### src/rtl/character_position.sv
// character_position
//   Tracks a sprite position on screen. A free-running divider produces one
//   step cycle every STEP_DIV clocks; in a step cycle the permitted motion
//   (Move_Arrow) moves the position by STEP pixels. The result is clamped to
//   the inclusive bounds and never wraps. A load request respawns the
//   character at a clamped coordinate.
//
// Ports
//   clk          system clock, rising edge
//   rst          synchronous active-high reset
//   Move_Arrow   [3] up, [2] down, [1] left, [0] right (permitted motion)
//   load         respawn request
//   load_x/y     respawn coordinates (clamped into bounds)
//   pos_x/y      registered position, y grows downward
//   facing_left  last horizontal direction, 1 = left
//   motion_state 00 GROUND, 01 RISE, 10 FALL
//   step_pulse   one cycle high when a step updated the position
module character_position #(
    parameter int unsigned X_INIT   = 32,
    parameter int unsigned Y_INIT   = 400,
    parameter int unsigned X_MIN    = 0,
    parameter int unsigned X_MAX    = 624,
    parameter int unsigned Y_MIN    = 0,
    parameter int unsigned Y_MAX    = 448,
    parameter int unsigned STEP     = 2,
    parameter int unsigned STEP_DIV = 250000
) (
    input  logic       clk,
    input  logic       rst,
    input  logic [3:0] Move_Arrow,
    input  logic       load,
    input  logic [9:0] load_x,
    input  logic [9:0] load_y,
    output logic [9:0] pos_x,
    output logic [9:0] pos_y,
    output logic       facing_left,
    output logic [1:0] motion_state,
    output logic       step_pulse
);

    localparam int unsigned DIV_W = (STEP_DIV > 1) ? $clog2(STEP_DIV) : 1;
    localparam logic [DIV_W-1:0] DIV_LAST = DIV_W'(STEP_DIV - 1);

    localparam logic [9:0]  X_MIN_P = 10'(X_MIN);
    localparam logic [9:0]  X_MAX_P = 10'(X_MAX);
    localparam logic [9:0]  Y_MIN_P = 10'(Y_MIN);
    localparam logic [9:0]  Y_MAX_P = 10'(Y_MAX);
    localparam logic [9:0]  STEP_P  = 10'(STEP);
    localparam logic [10:0] X_MIN_W = 11'(X_MIN);
    localparam logic [10:0] X_MAX_W = 11'(X_MAX);
    localparam logic [10:0] Y_MIN_W = 11'(Y_MIN);
    localparam logic [10:0] Y_MAX_W = 11'(Y_MAX);
    localparam logic [10:0] STEP_W  = 11'(STEP);

    typedef enum logic [1:0] {
        GROUND = 2'b00,
        RISE   = 2'b01,
        FALL   = 2'b10
    } motion_t;

    motion_t           state;
    motion_t           state_next;
    logic [DIV_W-1:0]  div_cnt;
    logic              step;
    logic              up_only;
    logic              down_only;
    logic              left_only;
    logic              right_only;
    logic [10:0]       x_sum;
    logic [10:0]       y_sum;
    logic [9:0]        x_next;
    logic [9:0]        y_next;
    logic [9:0]        load_x_clamped;
    logic [9:0]        load_y_clamped;

    assign step       = (div_cnt == DIV_LAST);
    assign up_only    = Move_Arrow[3] & ~Move_Arrow[2];
    assign down_only  = Move_Arrow[2] & ~Move_Arrow[3];
    assign left_only  = Move_Arrow[1] & ~Move_Arrow[0];
    assign right_only = Move_Arrow[0] & ~Move_Arrow[1];

    // Increments use an 11-bit sum so the upper-bound test cannot overflow;
    // decrements test against MIN+STEP first so the subtraction never
    // underflows.
    always_comb begin
        x_sum  = {1'b0, pos_x} + STEP_W;
        y_sum  = {1'b0, pos_y} + STEP_W;
        x_next = pos_x;
        y_next = pos_y;
        if (right_only) begin
            x_next = (x_sum > X_MAX_W) ? X_MAX_P : x_sum[9:0];
        end else if (left_only) begin
            x_next = ({1'b0, pos_x} < X_MIN_W + STEP_W) ? X_MIN_P : pos_x - STEP_P;
        end
        if (down_only) begin
            y_next = (y_sum > Y_MAX_W) ? Y_MAX_P : y_sum[9:0];
        end else if (up_only) begin
            y_next = ({1'b0, pos_y} < Y_MIN_W + STEP_W) ? Y_MIN_P : pos_y - STEP_P;
        end
    end

    always_comb begin
        load_x_clamped = load_x;
        load_y_clamped = load_y;
        if (load_x > X_MAX_P)      load_x_clamped = X_MAX_P;
        else if (load_x < X_MIN_P) load_x_clamped = X_MIN_P;
        if (load_y > Y_MAX_P)      load_y_clamped = Y_MAX_P;
        else if (load_y < Y_MIN_P) load_y_clamped = Y_MIN_P;
    end

    // Divider, position, facing and step pulse. Load wins over a coinciding
    // step and restarts the divider.
    always_ff @(posedge clk) begin
        if (rst) begin
            div_cnt     <= '0;
            pos_x       <= 10'(X_INIT);
            pos_y       <= 10'(Y_INIT);
            facing_left <= 1'b0;
            step_pulse  <= 1'b0;
        end else if (load) begin
            div_cnt     <= '0;
            pos_x       <= load_x_clamped;
            pos_y       <= load_y_clamped;
            step_pulse  <= 1'b0;
        end else begin
            div_cnt    <= step ? '0 : div_cnt + DIV_W'(1);
            step_pulse <= step;
            if (step) begin
                pos_x <= x_next;
                pos_y <= y_next;
                if (left_only)       facing_left <= 1'b1;
                else if (right_only) facing_left <= 1'b0;
            end
        end
    end

    // Motion FSM: state register
    always_ff @(posedge clk) begin
        if (rst || load) state <= GROUND;
        else if (step)   state <= state_next;
    end

    // Motion FSM: next state depends only on the sampled vertical request
    always_comb begin
        state_next = GROUND;
        if (up_only)        state_next = RISE;
        else if (down_only) state_next = FALL;
    end

    // Motion FSM: output
    always_comb begin
        motion_state = state;
    end

endmodule

### config.mk
export PLATFORM = sky130hd
export DESIGN_NAME = character_position
export DESIGN_NICKNAME = d
export VERILOG_FILES = /design/src/rtl/character_position.sv
export SDC_FILE = /design/constraint.sdc
export NUM_CORES = 1
export LEC_CHECK = 0
export CAP_MARGIN = 0
export CORE_MARGIN = 1
export CORE_UTILIZATION = 32
export DETAILED_ROUTE_END_ITERATION = 8
export PLACE_DENSITY = 0.5
export RECOVER_POWER = 50
export SYNTH_ARGS = -nofsm -noshare
export SYNTH_HDL_FRONTEND = slang
export SYNTH_SLANG_ARGS = --single-unit
### constraint.sdc
create_clock -name clk -period 2.9 [get_ports clk]
set_input_delay 0.58 -clock clk [delete_from_list [all_inputs] [get_ports clk]]
set_output_delay 0.58 -clock clk [all_outputs]
set_load 0.1 [all_outputs]
; ---- Yosys cells after proc, flatten, opt, wreduce, memory -nomap -nowiden
; Index checks and enable logic that the tools add are counted.
[op_classes]
add_sub_neg = 5
n_reduce_logical = 10
n_eq_ne = 1
order_cmp = 8
n_bitwise = 9
n_mux = 20
[ops]
columns = cell, count
row1 = $mux W10, 16
row2 = $add A10 B2 Y11 const B, 2
row3 = $lt A10 B1 Y1 const B, 2
row4 = $lt A10 B2 Y1 const B, 2
row5 = $sub A10 B2 Y10 const B, 2
row6 = $add A18 B1 Y18 const B, 1
row7 = $eq A18 B18 Y1 const B, 1
row8 = $gt A11 B10 Y1 const B, 1
row9 = $gt A11 B9 Y1 const B, 1
row10 = $gt A10 B10 Y1 const B, 1
row11 = $gt A10 B9 Y1 const B, 1
row12 = $reduce_bool A3 Y1, 2
row13 = $not A1 Y1, 5
row14 = $and A1 B1 Y1, 4
row15 = $mux W2, 2
row16 = $reduce_and A2 Y1, 2
row17 = $reduce_bool A2 Y1, 2
row18 = $reduce_and A3 Y1, 1
row19 = $reduce_or A3 Y1, 1
row20 = $mux W1, 2
row21 = $reduce_or A2 Y1, 1
row22 = $logic_or A1 B1 Y1, 1
[totals]
ff_bits = 42
output_inout_bits = 24
wordCells = 59

; ---- Longest topological paths before layout
; Gate-level depths: netlist of the first run.
[logic_depth]
depth_word = 6
mapped_depth = 9
mapped_depth_nobuf = 8

; ---- Worst setup path after synthesis of the first run
; OpenSTA, ideal clock, no wires.
[synth_path]
kind = flip-flop to flip-flop
start = reg pos_x[1]
end = reg pos_x[7]
path_stages_with_launch = 10
path_slack_ns = 0.019
n_path_buf = 1
setup_time_ns = 0.125
arrival_time_ns = 2.756
period_less_slack_ns = 2.881
cell_sequence = dfxtp_1 > buf_2 > inv_1 > ha_1 > o21bai_1 > a21oi_1 > o221ai_1 > o31ai_1 > a21oi_1 > o41a_1
[synth_via]
elab_chain_cells = 6
elab_cells_between_ends = 10
cone_classes = add/sub: 2 / order compare: 2 / mux: 6
[synth_rtl]
columns = item, line_no
row1 = start: declaration, 34  ; output logic [9:0] pos_x,
row2 = start signal: assignment, 116  ; pos_x <= 10'(X_INIT);
row3 = start signal: assignment, 122  ; pos_x <= load_x_clamped;
row4 = start signal: assignment, 129  ; pos_x <= x_next;
row5 = $add A10 B2 Y11 (tied with other cells), 86  ; x_sum = {1'b0, pos_x} + STEP_W;
row6 = $gt A11 B10 Y1 / $mux W10 (equally long branches), "91, 93"
row7 = $mux W10 (on tied branches), "91, 92"
row8 = $mux W10 (*), 90  ; if (right_only) begin
row9 = $mux W10 (*), 128  ; if (step) begin
row10 = $mux W10 (*), 120  ; end else if (load) begin
; Every way passes the cells marked *; elsewhere a longest branch is shown, timed or not. The select of a mux whose other input is x is not followed.
; A chain may end at the register's enable or synchronous reset.

; ---- Final worst setup path of the first run
[layout_path]
start = reg pos_x[3]
end = out pos_x[3]
; No word-level cell between the ends.

==> results.cfg, run 1 <==
[global_routing]
antenna_found_initial = 0
grt_pass1_wl_mm = 16.1
gr-total-overflow = 0
grt_pass1_vias = 3130
grt_max_degree = 22
gr-usage-all-layers_pct = 20.0

[logic_synthesis]
synth_area_leaders = dfxtp_1, nor2_1, a21oi_1, nand2_1, o21ai_0
synth.avg_cell_area_sq_um = 7.44
yosysMostFrequentCell = nor2_1
yosysSeqAreaShare_pct = 27.0
synth_fa_ha_area_share_pct = 2.81
syn_inst = 418
postSynth.asyncResetShare_pct = 0
synth_edf_count = 0
synth-simple-area-share_pct = 31.0
ys_warn_count = 0
synth.distinct_cells = 68
synth.area.mux_share_pct = 1.93
ys.flop_type = dfxtp_1
synth_top_area_cell = dfxtp_1
synth_area_sq_um = 3110
synth_xor_area_share_pct = 5.63
synth_commonest_cells = nor2_1, dfxtp_1, a21oi_1
synth_top_family_by_area = simple AND/OR/NAND/NOR gates
synth_compound_area_share_pct = 26.4
synth_top_area_share_pct = 27.0
synth_seq_cells = 42
syn_nets = 452

[critical_path]
ff2ff_path_depth = 8
worstSetupEndpointType = output pin
cp_max_fo = 11
critPathLaunchType = register
path_class = register to output pin
crit_required_ns = 2.32
cp_data_arrival_time_ns = 1.88

[worst_hold_path]
min_path_type = register to register
holdPathStages = 1

[clock_tree]
cts.repair.resized = 0
numCtsBuffers = 5
cts_tree = built
htree_levels = 2
clk_pin_slew_ns = 0.09
cts_root_buf = clkbuf_8
worstSkewPairLatency_ns = 0.30
ctsHoldBuffers = 0
postCtsSetupBuffers = 0
clock_path_buffers = 2
cts.sinks = 42

[drt]
vias = 3373
dr.first_iter.drc_count = 215
routed_wl_mm = 9.79
drtAntennaViolNets = 0
drc_errors = 0
wl_per_cell_microns = 16.3
first_pass_iters = 4
viasPerCell = 5.63

[timing]
post-route-period-util_pct = 85.0
holdWs_ns = 0.474
period_needed_ns = 2.46
setup_viol = 0
fmax_mhz = 406
maxSlewViolCount = 0
tightest_slew_ns = 1.17
rsz0062_at_grt = false
fin_setup_tns_ns = 0
relSlewSlack_pct = 22.3
finClkSkew_ns = 0.00922
finalHoldViolations = 0

[placement]
place_area_sq_um = 3770
dp_hpwl_mm = 7.22
numPortBuffers = 50
place.gp.congestion = 0.878

[final_layout]
stdcell_area_sq_um = 3790
diodes = 0
areaGrowthSynthToFinish_pct = 21.7
fin_nets = 503
drive_above_1_share_pct = 7.87

[floorplan]
start_util_pct = 33.4
die_w_microns = 101
dieArea_sq_um = 10100
io_pins = 51
die_height_microns = 101
rows = 35
core_area_sq_um = 9330

[job]
drv_cap = 0

[power_and_ir_drop]
leakagePower_uw = 0.00132
p_per_area_nw_per_um2 = 413
vdd_drop_max_mv = 0.200

[status]
status = finished clean
-- registers in the layout, summed over array words and instances (netlist names) --
register	flops
div_cnt	18
pos_x	10
pos_y	10
motion_state	2
facing_left	1
step_pulse	1
-- through the flow --
step	utilization, %	cells	setup slack [ns]	power [uW]
detailed placement	40.4	591	0.312	1090
CTS	41.6	599	0.478	1590
finish	40.6	599	0.436	1560
global route	40.6	599	0.245	1630
global placement	40.4	591	0.163	1090
floorplan	-	418	0.0190	938
-- layout make-up --
cell class                      instances  area [sq um]
Clock buffer                            5          68.8
Clock inverter                          3          43.8
Fill cell                             995          5540
Inverter                               15          56.3
Multi-Input combinational cell        333          2100
Sequential cell                        42           841
Tap cell                              129           161
Timing Repair Buffer                   72           512
-- layer usage --
layer  wire [microns]  part of all wire [%]  track usage [%]
met1             4600                    47             28.0
met2             4420                    45             32.2
met3              677                   6.9             3.05
met4               91                  0.93             5.02
met5                0                     0                0
-- cell usage in the layout, fill, tap and decap left out, types with 7 or more instances in the layout --
master           count
nor2_1              46
dfxtp_1             42
a21oi_1             30
nand2_1             28
clkdlybuf4s50_1     26
clkbuf_1            25
o21ai_0             21
buf_4               21
nor3_1              16
nand3_1             16
inv_1               14
nand4_1             13
xnor2_1             11
and3_1               9
xor2_1               9
o31ai_1              9
ha_1                 7
-- cell families after synthesis --
group,Yosys count
simple gates,179
compound gates,121
buf+inv,43
flops,42
mux,6
xor+xnor,20
fa+ha+maj,7
-- where the power goes --
| part | internal, uW | switching, uW | leakage (uW) | total (uW) |
|---|---|---|---|---|
| clock network | 259 | 240 | 0.0000585 | 499 |
| logic | 141 | 300 | 0.000914 | 441 |
| registers | 594 | 28.7 | 0.000342 | 623 |
| total | 994 | 568 | 0.00132 | 1560 |
-- critical path, stage by stage (launching register included) --
cell and delay [ns]:
dfxtp_1 0.48, buf_4 0.23, clkbuf_1 0.87
-- worst paths after layout --
path / from / endpoint / slack, ns
setup / recovery: pos_x[3]$_SDFFE_PP0P_ / pos_x[3] / 0.44
hold / removal: div_cnt[0]$_SDFF_PP0_ / div_cnt[0]$_SDFF_PP0_ / 0.47
setup reg to reg: pos_x[1]$_SDFFE_PP0P_ / pos_x[7]$_SDFFE_PP0P_ / 0.47
hold reg to reg: div_cnt[0]$_SDFF_PP0_ / div_cnt[0]$_SDFF_PP0_ / 0.47
No activity file was read; power rests on OpenSTA's default activity.
==> run 2, diff against run 1 <==
Clock period 2.9 ns to 2.5 ns, I/O delays scaled along.
==> results.cfg, run 2 (same netlist as run 1, synthesis figures left out) <==
[timing]
rsz0062_at_grt = false
period_needed_ns = 2.26
finalHoldViolations = 0
fin_setup_tns_ns = 0
holdWs_ns = 0.481
setup_viol = 0
maxSlewViolCount = 0
tightest_slew_ns = 1.19
relSlewSlack_pct = 20.8
post-route-period-util_pct = 90.5
fmax_mhz = 442
finClkSkew_ns = 0.00864

[clock_tree]
ctsHoldBuffers = 0
clock_path_buffers = 2
numCtsBuffers = 5
cts.repair.resized = 0
cts_root_buf = clkbuf_8
cts.sinks = 42
worstSkewPairLatency_ns = 0.30
htree_levels = 2
cts_tree = built
clk_pin_slew_ns = 0.09
postCtsSetupBuffers = 0

[placement]
dp_hpwl_mm = 7.55
place_area_sq_um = 3890
numPortBuffers = 50
place_inst = 604
place.gp.congestion = 0.853

[final_layout]
top_register = div_cnt
largest_reg_flops = 18
drive_above_1_share_pct = 15.3
nFillCells = 985
finalNonFillerCells = 612
areaGrowthSynthToFinish_pct = 25.5
stdcell_area_sq_um = 3900
top_regs = div_cnt x18, pos_x x10, pos_y x10
fin_util_pct = 41.9
layout_common_cells = nor2_1, buf_4, dfxtp_1
final_common_cell = nor2_1
diodes = 0
fin_nets = 516

[global_routing]
grt_pass1_vias = 3234
grt_max_degree = 19
gr-usage-all-layers_pct = 20.5
grt_pass1_wl_mm = 16.4
antenna_found_initial = 0
gr-total-overflow = 0

[job]
drv_cap = 0

[power_and_ir_drop]
leakagePower_uw = 0.00141
vdd_drop_max_mv = 0.193
p_per_area_nw_per_um2 = 442

[floorplan]
start_util_pct = 33.4
die_height_microns = 101
dieArea_sq_um = 10100
core_area_sq_um = 9330
die_w_microns = 101
io_pins = 51
rows = 35

[drt]
routed_wl_mm = 9.85
viasPerCell = 5.61
dr.first_iter.drc_count = 273
drc_errors = 0
wl_per_cell_microns = 16.1
first_pass_iters = 4
vias = 3434
drtAntennaViolNets = 0

[critical_path]
timing.rr.start = div_cnt[12]$_SDFF_PP0_
path_class = register to register
crit_required_ns = 2.68
crit_path_start = div_cnt[12]$_SDFF_PP0_
worstSetupEndpointType = register
critPathLaunchType = register
cp_max_fo = 5
cp_data_arrival_time_ns = 2.45

[status]
status = finished clean

[worst_hold_path]
hp-start = div_cnt[0]$_SDFF_PP0_
min_path_type = register to register
[run 2: cell types whose count changed in the layout (fill, tap and decap cells not counted), moves of 10 or more]
cell and delta:
clkbuf_2 +14, clkbuf_1 -14, dfxtp_2 +10, buf_4 +12
dfxtp_1 -10
[run 2: worst paths after layout]
kind,to,slack [ns],cells past startpoint
hold / removal,div_cnt[0]$_SDFF_PP0_,0.48,1
setup reg to reg,pos_x[7]$_SDFFE_PP0P_,0.24,5
hold reg to reg,div_cnt[0]$_SDFF_PP0_,0.48,1
setup / recovery,pos_x[7]$_SDFFE_PP0P_,0.24,5
[run 2: worst max-delay path, stage by stage (launching register included)]
cell      delay [ns]
dfxtp_1         0.39
nor4bb_1        0.38
nand2b_1        0.13
or4_1           0.56
or2_4           0.30
o41a_1          0.40
[run 2: metrics by stage]
| step | setup slack (ns) | power [uW] |
|---|---|---|
| floorplan | -0.0348 | 1090 |
| global placement | -0.00785 | 1290 |
| detailed placement | 0.0909 | 1280 |
| CTS | 0.237 | 1750 |
| global route | 0.0106 | 1820 |
| finish | 0.238 | 1720 |
[run 2: power breakdown]
part | switching (uW) | total [uW] | internal, uW
clock | 268 | 465 | 197
sequential | 40.4 | 732 | 692
combinational | 345 | 527 | 182
total | 653 | 1720 | 1070
[run 2: layout make-up]
cell class,count,area [sq um],share of cell area [%]
Tap cell,129,161,4.13
Clock inverter,3,21.3,0.545
Clock buffer,5,68.8,1.76
Sequential cell,42,853,21.9
Inverter,15,56.3,1.44
Multi-Input combinational cell,333,2100,53.9
Timing Repair Buffer,85,639,16.4
[run 2: routing by layer]
| metal | wire (microns) | up-vias | global-route usage [%] |
|---|---|---|---|
| met5 | 0 | - | 0 |
| li1 | - | 1698 | - |
| met4 | 102 | 0 | 4.46 |
| met3 | 525 | 9 | 3.05 |
| met2 | 4590 | 99 | 34.2 |
| met1 | 4630 | 1628 | 28.0 |
